$ cat src/rtl/inv_pkg.sv
// Shared codes for the tag inventory sequencer: tag states, reply kinds,
// command-vector bit positions and the slot-number mask helper.
package inv_pkg;

    typedef enum logic [2:0] {
        ST_READY     = 3'd0,
        ST_ARBITRATE = 3'd1,
        ST_REPLY     = 3'd2,
        ST_ACKED     = 3'd3,
        ST_OPEN      = 3'd4
    } tag_state_t;

    typedef enum logic [2:0] {
        RP_NONE   = 3'd0,
        RP_RN16   = 3'd1,
        RP_EPC    = 3'd2,
        RP_HANDLE = 3'd3,
        RP_DATA   = 3'd4
    } reply_t;

    localparam int CMD_QUERYREP = 0;
    localparam int CMD_ACK      = 1;
    localparam int CMD_QUERY    = 2;
    localparam int CMD_QUERYADJ = 3;
    localparam int CMD_SELECT   = 4;
    localparam int CMD_NAK      = 5;
    localparam int CMD_REQRN    = 6;
    localparam int CMD_ACC_LO   = 7;
    localparam int CMD_ACC_HI   = 13;
    localparam int CMD_W        = 14;

    localparam int SLOT_W = 15;
    localparam int Q_W    = 4;

    // Slot number is the low Q bits of the random value; Q=15 keeps all 15.
    function automatic logic [SLOT_W-1:0] slot_mask(input logic [SLOT_W-1:0] rng,
                                                    input logic [Q_W-1:0] q);
        logic [15:0] m;
        m = (16'd1 << q) - 16'd1;
        return rng & m[SLOT_W-1:0];
    endfunction

endpackage

$ cat src/rtl/inv_slot_ctr.sv
// Q register and 15-bit slot counter. o_nxt_zero reports the slot value that
// will be stored this cycle so the sequencer can branch in the same decision.
module inv_slot_ctr
    import inv_pkg::*;
#(
    parameter int Q_INIT = 4
) (
    input  logic              clk,
    input  logic              reset,
    input  logic              i_load,
    input  logic [Q_W-1:0]    i_q_load,
    input  logic              i_adj,
    input  logic [1:0]        i_adj_dir,
    input  logic              i_dec,
    input  logic [SLOT_W-1:0] i_rng,
    output logic [Q_W-1:0]    o_q,
    output logic              o_slot_zero,
    output logic              o_nxt_zero
);

    logic [Q_W-1:0]    r_q;
    logic [SLOT_W-1:0] r_slot;
    logic              r_slot_zero;
    logic [Q_W-1:0]    w_q_nxt;
    logic [SLOT_W-1:0] w_slot_nxt;

    always_comb begin
        w_q_nxt = r_q;
        if (i_load) begin
            w_q_nxt = i_q_load;
        end else if (i_adj) begin
            if (i_adj_dir == 2'b11 && r_q != 4'd15)
                w_q_nxt = r_q + 4'd1;
            else if (i_adj_dir == 2'b01 && r_q != 4'd0)
                w_q_nxt = r_q - 4'd1;
        end
    end

    // Decrement wraps 0 -> 0x7FFF through natural 15-bit arithmetic.
    always_comb begin
        w_slot_nxt = r_slot;
        if (i_load || i_adj)
            w_slot_nxt = slot_mask(i_rng, w_q_nxt);
        else if (i_dec)
            w_slot_nxt = r_slot - 15'd1;
    end

    assign o_nxt_zero = (w_slot_nxt == '0);

    always_ff @(posedge clk) begin
        if (reset) begin
            r_q         <= Q_W'(Q_INIT);
            r_slot      <= 15'h7FFF;
            r_slot_zero <= 1'b0;
        end else begin
            r_q         <= w_q_nxt;
            r_slot      <= w_slot_nxt;
            r_slot_zero <= (w_slot_nxt == '0);
        end
    end

    assign o_q         = r_q;
    assign o_slot_zero = r_slot_zero;

endmodule

$ cat src/rtl/inv_state_ctrl.sv
// Tag-side inventory/access sequencer: reacts to parsed packets, tracks the
// Gen2 tag state, picks the reply for TX and resets the parser between packets.
module inv_state_ctrl
    import inv_pkg::*;
#(
    parameter int TIMEOUT_CYC = 4096,
    parameter int Q_INIT      = 4
) (
    input  logic              clk,
    input  logic              reset,
    input  logic              pkt_done,
    input  logic [CMD_W-1:0]  cmd_out,
    input  logic              crc5invalid,
    input  logic              crc16invalid,
    input  logic [Q_W-1:0]    q_query,
    input  logic [1:0]        qadj_dir,
    input  logic [15:0]       rng,
    input  logic              ack_match,
    input  logic              handle_match,
    input  logic              tx_done,
    output logic [2:0]        tag_state,
    output logic [2:0]        reply_type,
    output logic              tx_start,
    output logic              parser_reset,
    output logic [Q_W-1:0]    q_out,
    output logic              slot_zero
);

    localparam int TW = $clog2(TIMEOUT_CYC + 1);

    tag_state_t r_state, w_state_nxt;
    reply_t     r_reply, w_reply_sel, w_reply_nxt;
    logic       r_tx_start, r_parser_reset, r_tx_busy, r_pkt_d;
    logic       r_tmr_on;
    logic [TW-1:0] r_timer;

    logic w_edge, w_valid, w_tx_fin, w_timeout, w_busy_nxt, w_prst_nxt;
    logic w_c_query, w_c_adj, w_c_rep, w_c_ack, w_c_nak, w_c_reqrn, w_c_acc, w_c_sel;
    logic w_ld, w_adj, w_dec, w_nxt_zero;
    logic w_unused_rng;

    assign w_unused_rng = rng[15];

    // Packet edges are dropped while a reply is still going out.
    assign w_edge   = pkt_done & ~r_pkt_d & ~r_tx_busy;
    assign w_valid  = w_edge & ~crc5invalid & ~crc16invalid & (|cmd_out);
    assign w_tx_fin = tx_done & r_tx_busy;
    assign w_timeout = r_tmr_on && (r_timer == TW'(TIMEOUT_CYC));

    // Priority decode so a stray multi-hot vector still maps to one command.
    assign w_c_query = cmd_out[CMD_QUERY];
    assign w_c_adj   = ~w_c_query & cmd_out[CMD_QUERYADJ];
    assign w_c_rep   = ~w_c_query & ~cmd_out[CMD_QUERYADJ] & cmd_out[CMD_QUERYREP];
    assign w_c_ack   = ~(|cmd_out[3:2]) & ~cmd_out[CMD_QUERYREP] & cmd_out[CMD_ACK];
    assign w_c_nak   = ~(|cmd_out[3:0]) & cmd_out[CMD_NAK];
    assign w_c_reqrn = ~(|cmd_out[3:0]) & ~cmd_out[CMD_NAK] & cmd_out[CMD_REQRN];
    assign w_c_acc   = ~(|cmd_out[3:0]) & ~(|cmd_out[6:5]) & (|cmd_out[CMD_ACC_HI:CMD_ACC_LO]);
    assign w_c_sel   = ~(|cmd_out[3:0]) & ~(|cmd_out[CMD_ACC_HI:5]) & cmd_out[CMD_SELECT];

    assign w_ld  = w_valid & w_c_query;
    assign w_adj = w_valid & w_c_adj & (r_state != ST_READY);
    assign w_dec = w_valid & w_c_rep & (r_state == ST_ARBITRATE);

    inv_slot_ctr #(.Q_INIT(Q_INIT)) u_slot (
        .clk         (clk),
        .reset       (reset),
        .i_load      (w_ld),
        .i_q_load    (q_query),
        .i_adj       (w_adj),
        .i_adj_dir   (qadj_dir),
        .i_dec       (w_dec),
        .i_rng       (rng[SLOT_W-1:0]),
        .o_q         (q_out),
        .o_slot_zero (slot_zero),
        .o_nxt_zero  (w_nxt_zero)
    );

    // Next-state and reply selection.
    always_comb begin
        w_state_nxt = r_state;
        w_reply_sel = RP_NONE;
        if (w_valid) begin
            if (w_ld || w_adj) begin
                w_state_nxt = w_nxt_zero ? ST_REPLY : ST_ARBITRATE;
                w_reply_sel = w_nxt_zero ? RP_RN16 : RP_NONE;
            end else if (w_c_rep) begin
                case (r_state)
                    ST_READY: ;
                    ST_ARBITRATE: if (w_nxt_zero) begin
                        w_state_nxt = ST_REPLY;
                        w_reply_sel = RP_RN16;
                    end
                    default: w_state_nxt = ST_ARBITRATE;
                endcase
            end else if (w_c_ack) begin
                case (r_state)
                    ST_REPLY, ST_ACKED: begin
                        w_state_nxt = ack_match ? ST_ACKED : ST_ARBITRATE;
                        w_reply_sel = ack_match ? RP_EPC : RP_NONE;
                    end
                    ST_OPEN: begin
                        w_state_nxt = ack_match ? ST_OPEN : ST_ARBITRATE;
                        w_reply_sel = ack_match ? RP_EPC : RP_NONE;
                    end
                    default: ;
                endcase
            end else if (w_c_nak) begin
                if (r_state != ST_READY)
                    w_state_nxt = ST_ARBITRATE;
            end else if (w_c_reqrn) begin
                if ((r_state == ST_ACKED || r_state == ST_OPEN) && handle_match) begin
                    w_state_nxt = ST_OPEN;
                    w_reply_sel = RP_HANDLE;
                end
            end else if (w_c_acc) begin
                if (r_state == ST_OPEN && handle_match)
                    w_reply_sel = RP_DATA;
            end else if (w_c_sel) begin
                w_state_nxt = ST_READY;
            end
        end else if (w_timeout) begin
            w_state_nxt = ST_ARBITRATE;
        end
    end

    // Next values of the registered handshake outputs.
    always_comb begin
        w_busy_nxt  = r_tx_busy;
        w_reply_nxt = r_reply;
        if (w_reply_sel != RP_NONE) begin
            w_busy_nxt  = 1'b1;
            w_reply_nxt = w_reply_sel;
        end else if (w_tx_fin) begin
            w_busy_nxt  = 1'b0;
            w_reply_nxt = RP_NONE;
        end
        w_prst_nxt = w_edge | w_busy_nxt;
    end

    always_ff @(posedge clk) begin
        if (reset) begin
            r_state        <= ST_READY;
            r_reply        <= RP_NONE;
            r_tx_start     <= 1'b0;
            r_parser_reset <= 1'b1;
            r_tx_busy      <= 1'b0;
            r_pkt_d        <= 1'b0;
        end else begin
            r_state        <= w_state_nxt;
            r_reply        <= w_reply_nxt;
            r_tx_start     <= (w_reply_sel != RP_NONE);
            r_parser_reset <= w_prst_nxt;
            r_tx_busy      <= w_busy_nxt;
            r_pkt_d        <= pkt_done;
        end
    end

    // Reply timer: a valid packet on the limit cycle takes precedence.
    always_ff @(posedge clk) begin
        if (reset) begin
            r_tmr_on <= 1'b0;
            r_timer  <= '0;
        end else if (w_valid || w_timeout) begin
            r_tmr_on <= 1'b0;
            r_timer  <= '0;
        end else if (w_tx_fin && (r_state == ST_REPLY || r_state == ST_ACKED)) begin
            r_tmr_on <= 1'b1;
            r_timer  <= TW'(1);
        end else if (r_tmr_on) begin
            r_timer  <= r_timer + TW'(1);
        end
    end

    assign tag_state    = r_state;
    assign reply_type   = r_reply;
    assign tx_start     = r_tx_start;
    assign parser_reset = r_parser_reset;

endmodule
$ cat config.mk
export PLATFORM = sky130hd
export DESIGN_NAME = inv_state_ctrl
export DESIGN_NICKNAME = d
export VERILOG_FILES = /design/src/rtl/inv_pkg.sv /design/src/rtl/inv_slot_ctr.sv /design/src/rtl/inv_state_ctrl.sv
export SDC_FILE = /design/constraint.sdc
export NUM_CORES = 1
export LEC_CHECK = 0
export ABC_AREA = 1
export BUFFER_PORTS_ARGS = -buffer_cell sky130_fd_sc_hd__buf_2
export CAP_MARGIN = 20
export CORE_ASPECT_RATIO = 1.75
export CORE_MARGIN = 4
export CORE_UTILIZATION = 50
export DETAILED_ROUTE_END_ITERATION = 6
export GPL_TIMING_DRIVEN = 0
export PLACE_DENSITY = 0.78
export SETUP_SLACK_MARGIN = 0.02
export SYNTH_ARGS = -nofsm -noshare
export SYNTH_HDL_FRONTEND = slang
export SYNTH_SLANG_ARGS = --single-unit
$ cat constraint.sdc
create_clock -name clk -period 3.62 [get_ports clk]
set_input_delay 0.362 -clock clk [delete_from_list [all_inputs] [get_ports clk]]
set_output_delay 0.362 -clock clk [all_outputs]
set_load 0.02 [all_outputs]
==> run_results.csv, run 1 <==
group,metric,value,unit
detailed_routing,firstDrtPassIters,6,
logic_synthesis,ys_top_cells_by_area,"dfxtp_1 (26%), nand2_1 (16%), nor2_1 (7.9%)",
detailed_routing,ant_nets,0,
sta,relSlewSlack,45.51,%
global_routing,grt_pass1_vias,3626,
detailed_routing,drt-total-wl,10340,um
placed_design,gp_congestion,0.9084,
logic_synthesis,yosys.cell_types.count,45,
clocking,cts-root-buf,"clkbuf_16",
layout,n_antenna_cell,0,
floorplanning,core,6588,um^2
critical_path,r2r_start,"u_slot.o_q[0]",
layout,num-nets-final,685,
detailed_routing,wl_per_cell,14.40,um
logic_synthesis,synth_top_area_share,25.70,%
logic_synthesis,ys_warn_count,0,
critical_path,reg2reg_depth,25,
clocking,cts_hold_buf,0,
clocking,clkSinkCount,44,
critical_path,worst-endpoint-required,3.85,ns
layout,fin_util,67.10,%
placed_design,dp_hpwl,7525,um
sta,fmax,0.2801,GHz
detailed_routing,vias,3892,
sta,min_period,3.571,ns
critical_path,slowest_delay,0.38,ns
logic_synthesis,synth_nets,599,
global_routing,grtUsageTotal,23.25,%
flow_run,drv_cap,0,
clocking,clkTransAtPathRegs,0.06,ns
floorplanning,die-width,70.58,um
logic_synthesis,synthTopCellsByCount,"nand2_1 (147), nor2_1 (72), inv_1 (60)",
pwr,vdd_drop_max,0.4108,mV
floorplanning,rows,39,
pwr,power_leakage,2.047,nW
run_status,status,"complete, no violations",
floorplanning,die-area,8295,um^2
sta,finalHoldViolCount,0,
min_path,hp-start,"pkt_done",
pwr,p_total,1.236,mW
critical_path,startpoint_type,"flop",
logic_synthesis,async_reset_ff_share,0,%
detailed_routing,drc,0,
critical_path,crit_fanout,7,
sta,drv_slew,0,
logic_synthesis,synth.avg_cell_area,6.242,um^2
floorplanning,start_util,52.02,%
min_path,hp-class,"in -> reg",
global_routing,grt_overflow_total,0,
logic_synthesis,yosysTopAreaCell,"dfxtp_1",
pwr,power_density,279.5,nW/um^2
global_routing,grt_max_degree,16,
sta,fin_crit_sh,98.64,%
sta,grt_setup_unrepaired,"yes",
critical_path,endpoint_kind,"flop",
sta,setup_viol,0,
placed_design,io_buffers,54,
critical_path,cp_slowest_cell,"dfxtp_4",
floorplanning,ios,57,
sta,tightest_slew,0.8099,ns
clocking,clk_latency,0.29,ns
logic_synthesis,synth_ff_type,"dfxtp_1",
logic_synthesis,syn_inst,549,
floorplanning,die_h,117.5,um
logic_synthesis,synth_area,3427,um^2
logic_synthesis,ys_seq_area_share,25.70,%
detailed_routing,drtIter0Drc,189,
critical_path,critical_path_class,"reg -> reg",
critical_path,cp_common_cell,"buf_4",
logic_synthesis,ys_seq_elements,44,
detailed_routing,vias_per_cell,5.421,
clocking,cts_buffers,5,
clocking,h-tree-depth,2,
placed_design,dpl-instance-area,3800,um^2
global_routing,antenna_found_initial,0,
layout,finalInstanceArea,4420,um^2
sta,finClkSkew,0.002938,ns
critical_path,cp-startpoint,"u_slot.o_q[0]",
clocking,cts_buffer_depth,2,
critical_path,critPathArrivalTime,3.80,ns
layout,layout-drive-gt1-share,29.25,%
logic_synthesis,yosysMostFrequentCell,"nand2_1",
min_path,holdPathStages,3,
global_routing,grt_pass1_wl,15900,um
logic_synthesis,synth_edf_count,0,
clocking,cts_tree,"built",
layout,syn_to_final_growth,28.99,%
## report_power, final
group          leakage [nW]  internal [mW]  switching [mW]
Clock                0.0804          0.328           0.193
Combinational          1.61         0.0831           0.128
Sequential            0.358          0.493          0.0113
Total                  2.05          0.904           0.332
## metrics by stage
| stage | hold WS (ns) | setup TNS (ns) | instances | setup WS (ns) |
|---|---|---|---|---|
| 2_1_floorplan | 0.4869 | 0 | 549 | 0.1660 |
| 3_3_place_gp | 0.4756 | -1.949 | 685 | -0.2586 |
| 3_5_place_dp | 0.4870 | -2.858 | 685 | -0.3677 |
| 4_1_cts | 0.2932 | 0 | 699 | 0.03128 |
| 5_1_grt | 0.3462 | -0.6935 | 718 | -0.1304 |
| 6_report | 0.3035 | 0 | 718 | 0.04931 |
## layout make-up
class                   instances  area [um^2]
fillers                       558         2167
multi-input cells             432         2501
clock buffers                   5        125.1
well taps                      82        102.6
plain buffers                   8        38.79
flip-flops and latches         44        888.4
inverters                      65        250.2
repair buffers                 79        467.9
clock inverters                 3        46.29
## critical path: cells and delay by family (launching register included)
kind,cells,cell delay [ns]
adders and majority gates,1,0.21
AOI/OAI and AO/OA,2,0.24
and+or+nand+nor,17,2.07
buffers and inverters,5,0.62
DFF,1,0.38
## registers in the layout, indices dropped and copies added, names as in the netlist
register and cells:
u_slot.r_slot 15, r_timer 13, u_slot.o_q 4, reply_type 3
tag_state 3, parser_reset 1, r_pkt_d 1, r_tmr_on 1
r_tx_busy 1, tx_start 1, u_slot.o_slot_zero 1
## routing by layer
| layer | up-vias | share of wire [%] | GRT usage (%) |
|---|---|---|---|
| met1 | 1803 | 36 | 23.74 |
| met3 | 19 | 4.4 | 3.248 |
| li1 | 1947 | - | - |
| met2 | 123 | 57 | 45.13 |
| met5 | - | 0 | 0 |
| met4 | 0 | 2.6 | 10.00 |
## final timing paths
kind,to,slack (ns)
max reg2reg,tag_state[1],0.05
min reg2reg,reply_type[1],0.50
max,tag_state[1],0.05
min,r_pkt_d,0.30
## logic make-up (layout without fill, tap and decap cells)
kind of cell	after synthesis	in the layout	synth area share, %
fa+ha+maj	6	6	2.191
flops	44	44	25.70
simple gates	354	354	49.62
buf+inv	73	160	8.251
compound gates	55	55	9.895
xor+xnor	17	17	4.345
## what timing repair did
action,CTS,global route
pin swaps,11,30
buffers inserted,6,19
setup endpoints to repair,10,9
endpoints found under the hold margin,0,0
gates resized for setup,20,44
## layout by cell type (no fill, tap or decap), types with 2 or more instances in the layout
master,instances
a21oi_1,18
ha_4,2
clkbuf_16,5
o21ai_0,13
buf_2,55
or2_2,2
dfxtp_4,2
nor4_1,6
xnor2_1,8
nand4_1,7
nand2_2,20
dfxtp_1,42
nand3b_2,2
or2_1,4
o21ai_1,3
buf_4,23
nor2_2,12
nor2_4,8
nand3_1,46
a21oi_4,3
nand2_4,12
nor3_1,16
o21bai_1,3
nand3_2,9
inv_1,57
inv_2,6
nor2_8,2
o211ai_1,2
a21oi_2,6
ha_1,3
nor2_1,65
clkinvlp_4,2
nand3_4,4
clkbuf_1,6
xor2_1,9
nand2_1,132
Power figures use the tool's default switching activity.
==> run 2, diff against run 1 <==
Settings changed: BUFFER_PORTS_ARGS -buffer_cell sky130_fd_sc_hd__buf_2 to -buffer_cell sky130_fd_sc_hd__clkbuf_2, CORE_MARGIN 4 to 3.
==> run 2 against run 1 <==
Clock power grew 1%. Clock skew grew 0.0012 ns. Hold slack gained 0.0078 ns. Setup slack gained 0.11 ns. Via count shrank 0.15%. Critical endpoint unchanged.
==> run_results.csv, run 2 (same netlist as run 1, synthesis figures left out) <==
group,metric,value,unit
floorplanning,ios,57,
clocking,cts_buffer_depth,2,
critical_path,endpoint,"tag_state[1]",
layout,layout-drive-gt1-share,25.84,%
layout,final_cell_mix,"nand2_1 (140), nor2_1 (68), inv_1 (57)",
layout,fin_util,64.37,%
floorplanning,die_h,115.5,um
detailed_routing,ant_nets,0,
clocking,clk_latency,0.29,ns
floorplanning,rows,39,
sta,tightest_slew,0.7935,ns
layout,largest_reg_flops,15,
placed_design,io_buffers,54,
sta,relSlewSlack,46.61,%
min_path,hp-class,"in -> reg",
critical_path,rrSetupSlack,0.16,ns
floorplanning,die-width,68.58,um
layout,largest-register,"u_slot.r_slot",
layout,final_cells,709,
critical_path,critical_path_class,"reg -> reg",
detailed_routing,vias_per_cell,5.481,
sta,fin_crit_sh,95.63,%
floorplanning,start_util,52.02,%
flow_run,drv_cap,0,
detailed_routing,drtIter0Drc,187,
detailed_routing,firstDrtPassIters,7,
floorplanning,die-area,7922,um^2
global_routing,grtUsageTotal,25.68,%
critical_path,worst-endpoint-required,3.85,ns
floorplanning,core,6588,um^2
sta,drv_slew,0,
placed_design,gp_congestion,0.9462,
detailed_routing,drt-total-wl,9641,um
detailed_routing,wl_per_cell,13.60,um
critical_path,startpoint_type,"flop",
sta,grt_setup_unrepaired,"yes",
sta,setup_viol,0,
global_routing,grt_max_degree,16,
critical_path,reg2reg_depth,27,
detailed_routing,drc,0,
layout,fillers,604,
critical_path,critPathArrivalTime,3.69,ns
sta,finalHoldViolCount,0,
clocking,cts_tree,"built",
clocking,cts_buffers,5,
critical_path,endpoint_kind,"flop",
critical_path,cp-startpoint,"u_slot.o_q[1]",
detailed_routing,vias,3886,
sta,fin_setup_tns,0,ns
sta,finClkSkew,0.004116,ns
run_status,status,"complete, no violations",
global_routing,grt_pass1_vias,3774,
clocking,clkSinkCount,44,
placed_design,dpl.cell_count,685,
layout,layout_commonest_cell,"nand2_1",
global_routing,grt_pass1_wl,15700,um
placed_design,dp_hpwl,7421,um
pwr,p_total,1.226,mW
placed_design,dp_slack,-0.2865,ns
global_routing,antenna_found_initial,0,
critical_path,r2r_end,"tag_state[1]",
global_routing,grt_overflow_total,0,
clocking,h-tree-depth,2,
critical_path,crit_fanout,6,
layout,num-nets-final,676,
sta,min_period,3.462,ns
layout,syn_to_final_growth,23.73,%
pwr,power_leakage,1.998,nW
clocking,clkTransAtPathRegs,0.06,ns
pwr,power_density,289.0,nW/um^2
layout,n_antenna_cell,0,
sta,fmax,0.2889,GHz
sta,fin_ws,0.1581,ns
pwr,vdd_drop_max,0.3402,mV
critical_path,r2r_start,"u_slot.o_q[1]",
clocking,cts-root-buf,"clkbuf_16",
==> run 2: cell types whose count changed in the layout (fill, tap and decap cells not counted), moves of 4 or more <==
cell	before	now
buf_2	55	1
buf_4	23	16
clkbuf_2	1	54
nand2_1	132	140
nand2_2	20	15
nand3_4	4	0
==> run 2: metrics by stage <==
step                hold slack, ns  area, um^2
detailed placement          0.4918        3800
CTS                         0.2867        4054
finish                      0.3113        4240
global placement            0.4772        3800
floorplan                   0.4869        3427
global route                0.3370        4240
==> run 2: worst max-delay path: stages, from the launching register on <==
cell	delay, ns
dfxtp_4	0.39
ha_2	0.20
nand3_2	0.11
nand2_4	0.11
buf_4	0.12
nand2_1	0.07
nand2_1	0.06
nand2_1	0.07
nand3_2	0.10
nand2_4	0.07
nor2_4	0.16
nand2_2	0.10
ha_4	0.28
inv_2	0.03
nand2_1	0.04
nor2_1	0.04
a21oi_2	0.14
nand3_1	0.10
nor2_2	0.13
nand3_1	0.09
nor2_1	0.11
nand3_1	0.14
nor2_4	0.14
nand2_4	0.09
a21oi_4	0.19
and2_4	0.20
a21oi_4	0.05
nor2_2	0.06
==> run 2: layout make-up <==
class / count / area (um^2) / area share (%)
buffer: 8 / 38.79 / 0.9147
clock buffer: 5 / 125.1 / 2.951
clock inverter: 3 / 46.29 / 1.092
inverter: 65 / 246.5 / 5.813
multi-input combinational: 432 / 2401 / 56.62
sequential: 44 / 889.6 / 20.98
tap: 82 / 102.6 / 2.420
timing repair buffer: 70 / 390.4 / 9.206
==> run 2: worst min path at each step <==
stage,from,endpoint,slack (ns),depth (start not counted)
2_1_floorplan,pkt_done,r_pkt_d,0.49,2
3_3_place_gp,reply_type[2],reply_type[2],0.48,2
3_5_place_dp,reply_type[1],reply_type[1],0.49,2
4_1_cts,pkt_done,r_pkt_d,0.29,3
5_1_grt,pkt_done,r_pkt_d,0.34,3
6_report,pkt_done,r_pkt_d,0.31,3
==> run 2: metal layers <==
layer	track usage, %	part of all wire (%)	vias up
li1	-	-	1932
met1	25.53	35	1768
met2	47.03	56	143
met3	3.589	4.1	43
met4	16.73	4.7	0
met5	0	0	-
==> run 2: what timing repair did <==
action                                  in CTS  in global routing
hold buffers                                 0                  0
endpoints found under the setup margin       9                  9
setup buffers                                3                 13
gates resized for setup                     16                 24
pin swaps                                    6                 21
==> run 2: power by group <==
| group | total [mW] | switching (mW) | leakage [nW] | internal, mW |
|---|---|---|---|---|
| clock | 0.527 | 0.199 | 0.0804 | 0.328 |
| sequential | 0.503 | 0.0105 | 0.358 | 0.493 |
| combinational | 0.195 | 0.119 | 1.56 | 0.0758 |
| total | 1.23 | 0.329 | 2.00 | 0.897 |
==> run 3, diff against run 2 <==
Settings changed: ABC_AREA 1 to default, PLACE_DENSITY 0.78 to 0.79.
==> run 3 against run 2 <==
The run now ends with negative setup slack left. Sequential cell count stayed put. Clock-buffer cell count is the same. Non-clock buffer count is 13 higher. Register-to-register slack lost 0.64 ns. Largest cell class unchanged. Largest power group is now sequential cells.
==> run_results.csv, run 3 <==
group,metric,value,unit
layout,syn_to_final_growth,25.17,%
sta,drv_slew,0,
clocking,clkSinkCount,44,
run_status,status,"finished, violations left",
clocking,cts_tree,"built",
layout,fin_util,66.38,%
logic_synthesis,yosysTopAreaCell,"dfxtp_1",
layout,final_cells,576,
logic_synthesis,synth_top_area_share,27.60,%
logic_synthesis,synthMuxAreaShare,2.038,%
layout,largest_reg_flops,15,
layout,layout_commonest_cell,"clkbuf_2",
logic_synthesis,synth_ff_type,"dfxtp_1",
logic_synthesis,ys_warn_count,0,
detailed_routing,ant_nets,0,
critical_path,cp_slowest_cell,"a2111o_1",
placed_design,dpl.cell_count,552,
sta,relSlewSlack,35.61,%
logic_synthesis,synth_edf_count,0,
logic_synthesis,yosys.cell_types.count,67,
logic_synthesis,synth-simple-area-share,35.08,%
global_routing,grt_pass1_vias,3461,
global_routing,grt_pass1_wl,15680,um
logic_synthesis,synth_area,3192,um^2
sta,min_period,4.100,ns
flow_run,drv_cap,0,
layout,finalInstanceArea,3995,um^2
layout,final_cell_mix,"clkbuf_2 (56), nand2_1 (46), nor2_1 (45)",
clocking,cts-root-buf,"clkbuf_8",
detailed_routing,drc,0,
layout,largest-register,"u_slot.r_slot",
critical_path,crit_family,"compound AO/OA/AOI/OAI gates",
sta,finalHoldViolCount,0,
floorplanning,ios,57,
logic_synthesis,ys_seq_area_share,27.60,%
sta,finClkSkew,0.01350,ns
logic_synthesis,yosysMostFrequentCell,"nor2_1",
critical_path,crit_fanout,5,
pwr,vdd_drop_max,0.2283,mV
critical_path,critical_path_buf_inv_count,3,
floorplanning,core,6018,um^2
sta,tightest_slew,0.9524,ns
global_routing,grtUsageTotal,26.74,%
floorplanning,die-width,66.40,um
global_routing,antenna_found_initial,0,
logic_synthesis,async_reset_ff_share,0,%
clocking,clk_latency,0.32,ns
floorplanning,die_h,111.7,um
layout,layout-drive-gt1-share,29.52,%
sta,whs,0.2935,ns
critical_path,crit_chain,"ha_4 -> a2111o_1 -> a2111oi_4 -> buf_4 -> mux2i_4 -> a2111oi_4 -> inv_1 -> ha_1 -> nand3b_1 -> o21ai_1 -> a22o_1 -> a2111oi_2 -> o2111ai_1 -> and4b_2 -> buf_4 -> a41oi_1 -> a311oi_1",
detailed_routing,vias,3602,
min_path,hp-class,"in -> reg",
layout,multiInputGateArea,2356,um^2
clocking,cts_hold_buf,0,
floorplanning,die-area,7416,um^2
critical_path,critPathArrivalTime,4.33,ns
layout,fillers,488,
sta,grt_setup_unrepaired,"yes",
critical_path,worst-endpoint-required,3.85,ns
layout,num-nets-final,548,
layout,n_antenna_cell,0,
pwr,power_leakage,1.415,nW
sta,fin_crit_sh,113.2,%
logic_synthesis,ys_top_cells_by_area,"dfxtp_1 (28%), nor2_1 (5.6%), nand2_1 (5.5%)",
placed_design,dpl-instance-area,3632,um^2
critical_path,critical_path_class,"reg -> reg",
floorplanning,rows,37,
detailed_routing,drt-total-wl,9894,um
detailed_routing,vias_per_cell,6.253,
logic_synthesis,synth_top_family_by_area,"simple AND/OR/NAND/NOR gates",
placed_design,io_buffers,55,
sta,setup_viol,8,
run_status,violations,"negative setup slack",
critical_path,startpoint_type,"flop",
logic_synthesis,syn_inst,419,
pwr,power_density,253.1,nW/um^2
clocking,h-tree-depth,2,
logic_synthesis,synthTopCellsByCount,"nor2_1 (48), nand2_1 (47), dfxtp_1 (44)",
clocking,cts_buffers,5,
clocking,clkTransAtPathRegs,0.09,ns
sta,fin_ws,-0.4795,ns
critical_path,endpoint_kind,"flop",
global_routing,grt_overflow_total,0,
layout,seqCellArea,897.1,um^2
critical_path,slowest_delay,0.39,ns
floorplanning,start_util,53.04,%
detailed_routing,wl_per_cell,17.18,um
detailed_routing,firstDrtPassIters,6,
placed_design,gp_congestion,0.9201,
global_routing,grt_max_degree,14,
logic_synthesis,synthXorXnorAreaFrac,7.134,%
logic_synthesis,synth-adder-area-share,2.352,%
logic_synthesis,synth-compound-area-share,21.68,%
sta,fmax,0.2439,GHz
logic_synthesis,synth_nets,469,
clocking,cts_buffer_depth,2,
placed_design,dp_hpwl,7291,um
logic_synthesis,synth.avg_cell_area,7.618,um^2
detailed_routing,drtIter0Drc,256,
sta,fin_setup_tns,-3.065,ns
logic_synthesis,ys_seq_elements,44,
[run 3: cell count changes after synthesis, moves of 8 or more]
| cell | before | now |
|---|---|---|
| nand2_2 | 14 | 0 |
| nor2_1 | 72 | 48 |
| nand3_1 | 53 | 18 |
| nand4_1 | 7 | 15 |
| nand2_1 | 147 | 47 |
| xnor2_1 | 8 | 18 |
| nand2b_1 | 0 | 10 |
| nor2_2 | 8 | 0 |
| or2_2 | 2 | 12 |
| inv_1 | 60 | 13 |
[run 3: worst register-to-register path, cell delays in order (launching register included)]
cell	delay [ns]
dfxtp_4	0.38
ha_4	0.17
a2111o_1	0.39
a2111oi_4	0.29
buf_4	0.20
mux2i_4	0.08
a2111oi_4	0.32
inv_1	0.08
ha_1	0.28
nand3b_1	0.12
o21ai_1	0.08
a22o_1	0.24
a2111oi_2	0.23
o2111ai_1	0.21
and4b_2	0.39
buf_4	0.13
a41oi_1	0.10
a311oi_1	0.30
[run 3: cell type report]
cell class                 count  area share (%)
clock inverter                 2          0.2819
timing repair buffer          74           10.55
sequential                    44           22.46
buffer                        17           2.286
multi-input combinational    343           58.97
tap                           78           2.443
inverter                      13           1.284
clock buffer                   5           1.723
[run 3: cells by family after synthesis]
family | count (synthesis)
XOR/XNOR | 26
adder cells (fa/ha/maj) | 6
AO/OA/AOI/OAI | 92
AND/OR/NAND/NOR | 213
multiplexers | 6
buffers and inverters | 32
flip-flops | 44
[run 3: metal layers]
layer  vias to the layer above  share of wire [%]  GRT usage, %
met2                       160                 53         48.77
met3                        52                6.1         4.137
met1                      1682                 36         27.32
li1                       1708                  -             -
met4                         0                4.9         15.74
met5                         -                  0             0
[run 3: worst paths after layout]
kind | start | to | slack, ns | cells past startpoint
setup / recovery | u_slot.o_q[0] | tx_start | -0.48 | 17
hold reg to reg | reply_type[0] | reply_type[0] | 0.52 | 2
hold / removal | pkt_done | r_pkt_d | 0.29 | 2
setup reg to reg | u_slot.o_q[0] | tx_start | -0.48 | 17
[run 3: timing repair]
| item | 4_1_cts | 5_1_grt |
|---|---|---|
| setup endpoints to repair | 12 | 10 |
| pin swaps | 12 | 11 |
| gates resized for setup | 24 | 18 |
| buffers inserted | 12 | 7 |
| gates cloned | 0 | 0 |
[run 3: per-stage QoR]
stage                     setup slack, ns  power [mW]
after global placement            -0.7499      0.6853
after detailed placement          -0.8319      0.6872
after global routing              -0.6119       1.054
after CTS                         -0.4216       1.003
after floorplan                   -0.2458      0.6230
final                             -0.4795       1.011
[run 3: report_power, final]
part	leakage [nW]	switching [mW]	total (mW)	internal [mW]
combinational	1.01	0.115	0.200	0.0842
sequential	0.360	0.0118	0.504	0.492
clock	0.0443	0.176	0.307	0.131
